## src/rtl/apb_arb_pkg.sv

```systemverilog
// Shared types for the APB master arbiter.
// State enum, requester limit, index-width helper.
package apb_arb_pkg;

  typedef enum logic [1:0] {
    IDLE,
    SETUP,
    ACCESS
  } apb_arb_state_t;

  localparam int MAX_REQ = 8;

  function automatic int idx_w(input int n);
    return (n <= 2) ? 1 : $clog2(n);
  endfunction

endpackage

```

## src/rtl/apb_bus_if.sv

```systemverilog
// APB bus bundle between master and slave side.
// Master drives clock/reset and request fields.
interface ApbBus #(
  parameter int AddrWidth = 32,
  parameter int DataWidth = 32
);
  logic                 PCLK;
  logic                 PRESETn;
  logic [AddrWidth-1:0] PADDR;
  logic                 PSEL;
  logic                 PENABLE;
  logic                 PWRITE;
  logic [DataWidth-1:0] PWDATA;
  logic [DataWidth-1:0] PRDATA;
  logic                 PREADY;
  logic                 PSLVERROR;

  modport Master (
    output PCLK, PRESETn,
    output PADDR, PSEL, PENABLE,
    output PWRITE, PWDATA,
    input  PRDATA, PREADY, PSLVERROR
  );

  modport Slave (
    input  PCLK, PRESETn,
    input  PADDR, PSEL, PENABLE,
    input  PWRITE, PWDATA,
    output PRDATA, PREADY, PSLVERROR
  );
endinterface

```

## src/rtl/apb_master_arbiter_rr.sv

```systemverilog
// Combinational round-robin picker.
// In: req, ptr. Out: one-hot gnt, idx, any.
module rr_arbiter
  import apb_arb_pkg::*;
#(
  parameter int N  = 4,
  parameter int IW = idx_w(N)
) (
  input  logic [N-1:0]  req,
  input  logic [IW-1:0] ptr,
  output logic [N-1:0]  gnt,
  output logic [IW-1:0] idx,
  output logic          any
);

  logic [N-1:0] hi;
  logic [N-1:0] pick;

  // Requests at or above ptr win; else wrap to the lowest.
  always_comb begin
    hi = '0;
    for (int i = 0; i < N; i++) begin
      hi[i] = (i >= int'(ptr));
    end
    pick = (|(req & hi)) ? (req & hi) : req;
    idx  = '0;
    for (int i = N - 1; i >= 0; i--) begin
      if (pick[i]) idx = IW'(i);
    end
    any      = |req;
    gnt      = '0;
    gnt[idx] = any;
  end

endmodule

```

## src/rtl/apb_master_arbiter.sv

```systemverilog
// APB master shared by NumReq req/done ports, round-robin granted.
// Optional ACCESS timeout when APB_TIMEOUT_EN is defined.
module apb_master_arbiter
  import apb_arb_pkg::*;
#(
  parameter int NumReq        = 4,
  parameter int AddrWidth     = 32,
  parameter int DataWidth     = 32,
  parameter int TimeoutCycles = 255
) (
  input  logic                              PCLK,
  input  logic                              PRESETn,
  input  logic [NumReq-1:0]                 req,
  input  logic [NumReq-1:0]                 we,
  input  logic [NumReq-1:0][AddrWidth-1:0]  addr,
  input  logic [NumReq-1:0][DataWidth-1:0]  wdata,
  output logic [NumReq-1:0]                 done,
  output logic [DataWidth-1:0]              rdata,
  output logic                              err,
  ApbBus.Master                             bus
);

  localparam int IW = idx_w(NumReq);

  if (NumReq < 2 || NumReq > MAX_REQ ||
      TimeoutCycles < 1) begin : g_bad_param
    $error("apb_master_arbiter: bad parameter");
  end

  apb_arb_state_t state, state_n;

  logic [NumReq-1:0]    elig;
  logic [NumReq-1:0]    gnt;
  logic [NumReq-1:0]    gsel;
  logic [IW-1:0]        gidx;
  logic [IW-1:0]        ptr;
  logic                 any;
  logic                 timeout;
  logic [AddrWidth-1:0] paddr;
  logic [DataWidth-1:0] pwdata;
  logic                 pwrite;

  // Masking done keeps a finisher out of its own done cycle.
  assign elig = req & ~done;

  rr_arbiter #(
    .N  (NumReq),
    .IW (IW)
  ) u_rr (
    .req (elig),
    .ptr (ptr),
    .gnt (gnt),
    .idx (gidx),
    .any (any)
  );

  assign bus.PCLK    = PCLK;
  assign bus.PRESETn = PRESETn;
  assign bus.PADDR   = paddr;
  assign bus.PWRITE  = pwrite;
  assign bus.PWDATA  = pwdata;
  assign bus.PSEL    = (state != IDLE);
  assign bus.PENABLE = (state == ACCESS);

`ifdef APB_TIMEOUT_EN
  localparam int CW0 = $clog2(TimeoutCycles + 1);
  localparam int CW  = (CW0 < 8) ? 8 :
                       (CW0 > 16) ? 16 : CW0;

  logic [CW-1:0] cnt;

  always_ff @(posedge PCLK or negedge PRESETn) begin
    if (!PRESETn) begin
      cnt <= '0;
    end else if (state == SETUP) begin
      cnt <= '0;
    end else if (state == ACCESS) begin
      cnt <= cnt + 1'b1;
    end
  end

  // PREADY in the limit cycle wins over the timeout.
  assign timeout = (state == ACCESS) && !bus.PREADY &&
                   (cnt == CW'(TimeoutCycles - 1));
`else
  assign timeout = 1'b0;
`endif

  always_comb begin
    state_n = state;
    unique case (state)
      IDLE:    if (any) state_n = SETUP;
      SETUP:   state_n = ACCESS;
      ACCESS:  if (bus.PREADY || timeout)
                 state_n = IDLE;
      default: state_n = IDLE;
    endcase
  end

  always_ff @(posedge PCLK or negedge PRESETn) begin
    if (!PRESETn) begin
      state  <= IDLE;
      gsel   <= '0;
      ptr    <= '0;
      paddr  <= '0;
      pwrite <= 1'b0;
      pwdata <= '0;
      done   <= '0;
      rdata  <= '0;
      err    <= 1'b0;
    end else begin
      state <= state_n;
      done  <= '0;
      if (state == IDLE && any) begin
        gsel   <= gnt;
        ptr    <= (gidx == IW'(NumReq - 1)) ?
                  '0 : gidx + 1'b1;
        paddr  <= addr[gidx];
        pwrite <= we[gidx];
        pwdata <= wdata[gidx];
      end
      if (state == ACCESS) begin
        if (bus.PREADY) begin
          done  <= gsel;
          rdata <= pwrite ? '0 : bus.PRDATA;
          err   <= bus.PSLVERROR;
        end else if (timeout) begin
          done  <= gsel;
          rdata <= '0;
          err   <= 1'b1;
        end
      end
    end
  end

endmodule
```

## src/flat_wrapper.sv

```systemverilog
// flat-port wrapper written by rule: the top's interface ports become plain ports
module apb_master_arbiter_flat import apb_arb_pkg::*;
#(
  parameter int NumReq        = 4,
  parameter int AddrWidth     = 32,
  parameter int DataWidth     = 32,
  parameter int TimeoutCycles = 255
)
  (PCLK, PRESETn, req, we, addr, wdata, done, rdata, err, bus_PCLK, bus_PRESETn, bus_PADDR, bus_PSEL, bus_PENABLE, bus_PWRITE, bus_PWDATA, bus_PRDATA, bus_PREADY, bus_PSLVERROR);
  ApbBus #(.AddrWidth(AddrWidth), .DataWidth(DataWidth)) bus_i ();
  input  logic PCLK;
  input  logic PRESETn;
  input  logic [NumReq-1:0] req;
  input  logic [NumReq-1:0] we;
  input  logic [NumReq-1:0][AddrWidth-1:0] addr;
  input  logic [NumReq-1:0][DataWidth-1:0] wdata;
  output logic [NumReq-1:0] done;
  output logic [DataWidth-1:0] rdata;
  output logic err;
  output wire logic [$bits(bus_i.PCLK)-1:0] bus_PCLK;
  output wire logic [$bits(bus_i.PRESETn)-1:0] bus_PRESETn;
  output wire logic [$bits(bus_i.PADDR)-1:0] bus_PADDR;
  output wire logic [$bits(bus_i.PSEL)-1:0] bus_PSEL;
  output wire logic [$bits(bus_i.PENABLE)-1:0] bus_PENABLE;
  output wire logic [$bits(bus_i.PWRITE)-1:0] bus_PWRITE;
  output wire logic [$bits(bus_i.PWDATA)-1:0] bus_PWDATA;
  input wire logic [$bits(bus_i.PRDATA)-1:0] bus_PRDATA;
  input wire logic [$bits(bus_i.PREADY)-1:0] bus_PREADY;
  input wire logic [$bits(bus_i.PSLVERROR)-1:0] bus_PSLVERROR;
  assign bus_PCLK = bus_i.PCLK;
  assign bus_PRESETn = bus_i.PRESETn;
  assign bus_PADDR = bus_i.PADDR;
  assign bus_PSEL = bus_i.PSEL;
  assign bus_PENABLE = bus_i.PENABLE;
  assign bus_PWRITE = bus_i.PWRITE;
  assign bus_PWDATA = bus_i.PWDATA;
  assign bus_i.PRDATA = bus_PRDATA;
  assign bus_i.PREADY = bus_PREADY;
  assign bus_i.PSLVERROR = bus_PSLVERROR;
  apb_master_arbiter #(.NumReq(NumReq), .AddrWidth(AddrWidth), .DataWidth(DataWidth), .TimeoutCycles(TimeoutCycles)) u_core (.PCLK(PCLK), .PRESETn(PRESETn), .req(req), .we(we), .addr(addr), .wdata(wdata), .done(done), .rdata(rdata), .err(err), .bus(bus_i));
endmodule
```

## config.mk

```make
export PLATFORM = sky130hd
export DESIGN_NAME = apb_master_arbiter_flat
export DESIGN_NICKNAME = d
export VERILOG_FILES = /design/src/rtl/apb_arb_pkg.sv /design/src/rtl/apb_bus_if.sv /design/src/rtl/apb_master_arbiter_rr.sv /design/src/rtl/apb_master_arbiter.sv /design/src/flat_wrapper.sv
export SDC_FILE = /design/constraint.sdc
export NUM_CORES = 1
export LEC_CHECK = 0
export CAP_MARGIN = 20
export CORE_AREA = 5 5 155 157
export DETAILED_ROUTE_END_ITERATION = 8
export DIE_AREA = 0 0 160 162
export GPL_TIMING_DRIVEN = 0
export PLACE_DENSITY = 0.67
export SYNTH_ARGS = -nofsm -noshare
export SYNTH_HDL_FRONTEND = slang
export SYNTH_HIERARCHICAL = 1
export SYNTH_SLANG_ARGS = --single-unit
```

## constraint.sdc

```tcl
create_clock -name PCLK -period 4.3 [get_ports PCLK]
set_input_delay 0.645 -clock PCLK [delete_from_list [all_inputs] [get_ports PCLK]]
set_output_delay 0.645 -clock PCLK [all_outputs]
set_load 0.01 [all_outputs]
```

# Word level (Yosys, flattened, before mapping)
# Index checks and enable logic that the tools add are counted.
totals:
  ff_bits: 110
  out_inout_bits: 106
classes:
  n_reduce_logical: 8
  eq_ne: 5
  mux: 20
  bitwise_logic: 4
  n_addsub: 1
  magnitude_cmp: 5
op_table:
  columns: ["op", "count"]
  rows:
  - ["32-bit binary-select mux with 2-bit select", 2]
  - ["32-bit two-way mux", 3]
  - ["2-bit two-way mux", 7]
  - ["4-bit bitwise AND", 3]
  - ["4-bit two-way mux", 3]
  - ["4-bit OR reduction", 2]
  - ["2-bit one-hot mux with 3 select lines", 1]
  - ["2-bit equality test (second input constant)", 2]
  - ["1-bit by 2-bit greater-or-equal comparator with 1-bit output (first input constant)", 2]
  - ["2-bit by 1-bit != test with 1-bit output (second input constant)", 2]
  - ["4-bit inverter", 1]
  - ["2-bit AND reduction", 2]
  - ["2-bit by 3-bit < comparator with 1-bit output (second input constant)", 1]
  - ["2-bit by 1-bit adder with 2-bit output (second input constant)", 1]
  - ["1-bit binary-select mux with 2-bit select", 1]
  - ["1-bit demux with 2-bit select", 1]
  - ["2-bit by 1-bit equality test with 1-bit output (second input constant)", 1]
  - ["2-bit by 1-bit greater-or-equal comparator with 1-bit output (second input constant)", 1]
  - ["2-bit greater-or-equal comparator (first input constant)", 1]
  - ["1-bit logical AND", 2]
  - ["2-bit logical NOT", 1]
  - ["1-bit two-way mux", 2]
  - ["2-bit nonzero test", 1]

# Logic depth before layout (Yosys ltp)
logic_depth:
  ltp_word: 14
  depth_mapped: 8
  ltp_nobuf: 7

# Modules after synthesis
# The synthesis kept the hierarchy.
modules_own_cells:
  columns: ["module", "cells_per_inst", "area_per_inst_um2", "n_inst"]
  rows:
  - ["apb_master_arbiter", 358, 5883.1, 1]
  - ["rr_arbiter", 28, 173.9, 1]

==> out/qor.yml <==
drt-vias-per-instance: 4.68
final_hold_viol_count: 0
cts_resized: 0
crit_arrival_ns: 2.98
synth_common_cells: "110 x dfrtp_1, 104 x mux2_2, 65 x mux4_2"
required_ns: 3.65
postCtsSetupBuffers: 0
r2r_slack_ns: 1.28
fin_skew_ns: 0.00720
pre_cts_slack_ns: 0.496
syn_area_sq_um: 6060
slew_violations: 0
design_area_sq_um: 10900
drc_errors: 0
syn_inst: 386
drive_gt1_frac: 0.273
grt_max_degree: 62
startpoint_type: "clock port"
reg2regPathDepth: 7
drt_iter0_markers: 152
grt_usage: 0.175
ctsHoldBuffers: 0
synth_flop_cell: "dfrtp_1"
yosysMostFrequentCell: "dfrtp_1"
grt_antenna_before_repair: 1
power_frac_seq: 0.274
synth_top_area_frac: 0.454
yosys_register_bits: 110
crit_type: "clock port to primary output"
setup_viol: 0
synth_edf_count: 0
power.switching_mw: 2.22
insertion_delay_ns: 0.46
r2r_start: "u_core/done[2]"
worstReg2RegEnd: "u_core/bus.PADDR[29]"
vias: 5130
place_hpwl_mm: 19.1
whs_ns: 0.122
postLayoutCoreUtil: 0.485
power.share.clock: 0.148
io_pins: 406
synth.largest_area_cell: "dfrtp_1"
area.growth.synth_to_final_pct: 79.2
postRouteWirelength_mm: 23.0
power.leakage_nw: 4.27
nets: 1107
synthTopCellsByArea: "dfrtp_1 45%, mux4_2 24%, mux2_2 19%"
postRouteAntennaNets: 0
relSlewSlack: 0.354
swShare: 0.333
clkTransAtPathRegs_ns: 0.07
core_area_sq_um: 22400
die-area_sq_um: 25900
ys_seq_area_frac: 0.454
cts_tree: "done"
syn-num-nets: 687
drv_cap: 0
grt_pass1_vias: 5804
gp_congestion: 0.854
total_power_mw: 6.65
tightest_slew_ns: 0.970
fp-row-count: 55
p_comb_frac: 0.577
hold_path.class: "primary input to async pin"
initial_core_util: 0.271
peakVddDrop_mv: 0.218
ys.warnings.count: 6
wl_per_cell_microns: 20.9
grt_pass1_wl_mm: 34.3
end_kind: "primary output"
internal_power_mw: 4.44
status: "completed"
die_y_microns: 162
placed_cell_area_sq_um: 10500
syn_area_per_cell_sq_um: 15.7
drt_pass1_iterations: 5
ys_async_sr_fraction: 1.00
portBuffers: 405
rsz0062_at_grt: "no"
p_per_area_nw_per_um2: 613
crit_fanout: 2
die_width_microns: 160
synth.distinct_cells: 27
fin_ws_ns: 0.672
overflow: 0
-- power by group through the flow --
stage	Sequential (mW)	Clock [mW]	Combinational [mW]
after CTS	1.83	1.04	3.94
after detailed placement	1.85	0.0365	3.92
final	1.82	0.987	3.84
after global routing	1.90	1.08	4.12
after floorplan	2.04	0.0192	1.89
after global placement	1.83	0.0365	3.90
-- logic make-up (layout without fill, tap and decap cells) --
kind of cell	Yosys count	in the layout	share of synthesized area
other	0	1	0
adders and majority gates	1	1	0.00207
buffers and inverters	34	459	0.0324
DFF	110	110	0.454
muxes	170	170	0.437
and+or+nand+nor	56	56	0.0552
AOI/OAI and AO/OA	15	15	0.0192
-- through the flow --
| stage | std cells | setup TNS [ns] |
|---|---|---|
| finish | 1097 | 0 |
| CTS | 1096 | 0 |
| floorplan | 386 | 0 |
| global placement | 1076 | -216.25 |
| detailed placement | 1077 | 0 |
| global route | 1097 | 0 |
-- cell type report --
cell class	instances	area [sq um]
Fill cell	2006	11500
Timing Repair Buffer	405	4070
Multi-Input combinational cell	242	3110
Sequential cell	110	2750
Tap cell	285	357
Clock buffer	14	324
Buffer	32	189
Clock inverter	6	43.8
Inverter	2	7.51
Antenna cell	1	2.50
-- worst max-delay path, stage by stage --
cell             delay (ns)
clkbuf_16              0.12
clkbuf_16              0.13
buf_4                  0.12
clkdlybuf4s50_1        0.47
-- how the worst max path moves through the flow --
stage / from / endpoint / cells after the start
floorplan: PCLK / bus_PCLK / 1
global placement: PRESETn / bus_PRESETn / 3
detailed placement: req[2] / u_core/bus.PADDR[29] / 8
CTS: PCLK / bus_PCLK / 4
global route: PCLK / bus_PCLK / 4
finish: PCLK / bus_PCLK / 4
-- layout by cell type, fill, tap and decap left out, drive strengths merged --
| cell type | instances |
|---|---|
| o211a | 2 |
| nor2 | 4 |
| clkinv | 3 |
| a21o | 1 |
| inv | 5 |
| o21a | 2 |
| nand2b | 3 |
| a21oi | 4 |
| nand2 | 4 |
| mux2i | 1 |
| clkbuf | 19 |
| diode | 1 |
| mux4 | 65 |
| nor2b | 37 |
| or2 | 2 |
| o21ai | 3 |
| buf | 28 |
| clkdlybuf4s50 | 404 |
| and3b | 1 |
| dfrtp | 110 |
| and2 | 4 |
| a221oi | 2 |
| mux2 | 104 |
| ha | 1 |
| a211oi | 1 |
| nor3b | 1 |
-- sequential cells by signal, indices dropped and copies added, names as in the netlist --
register	cells
u_core/bus.PADDR	32
u_core/state	2
u_core/err	1
u_core/rdata	32
u_core/ptr	2
u_core/bus.PWRITE	1
u_core/gsel	4
u_core/done	4
u_core/bus.PWDATA	32
-- metal layers --
layer	vias to the layer above	routed length, microns	GRT usage	part of all wire
met1	2526	8640	0.201	0.38
met5	-	0	0	0
met4	0	482	0.0634	0.021
li1	2317	-	-	-
met2	257	11900	0.306	0.52
met3	30	1940	0.0576	0.085
(Power assumes the default switching activity.)
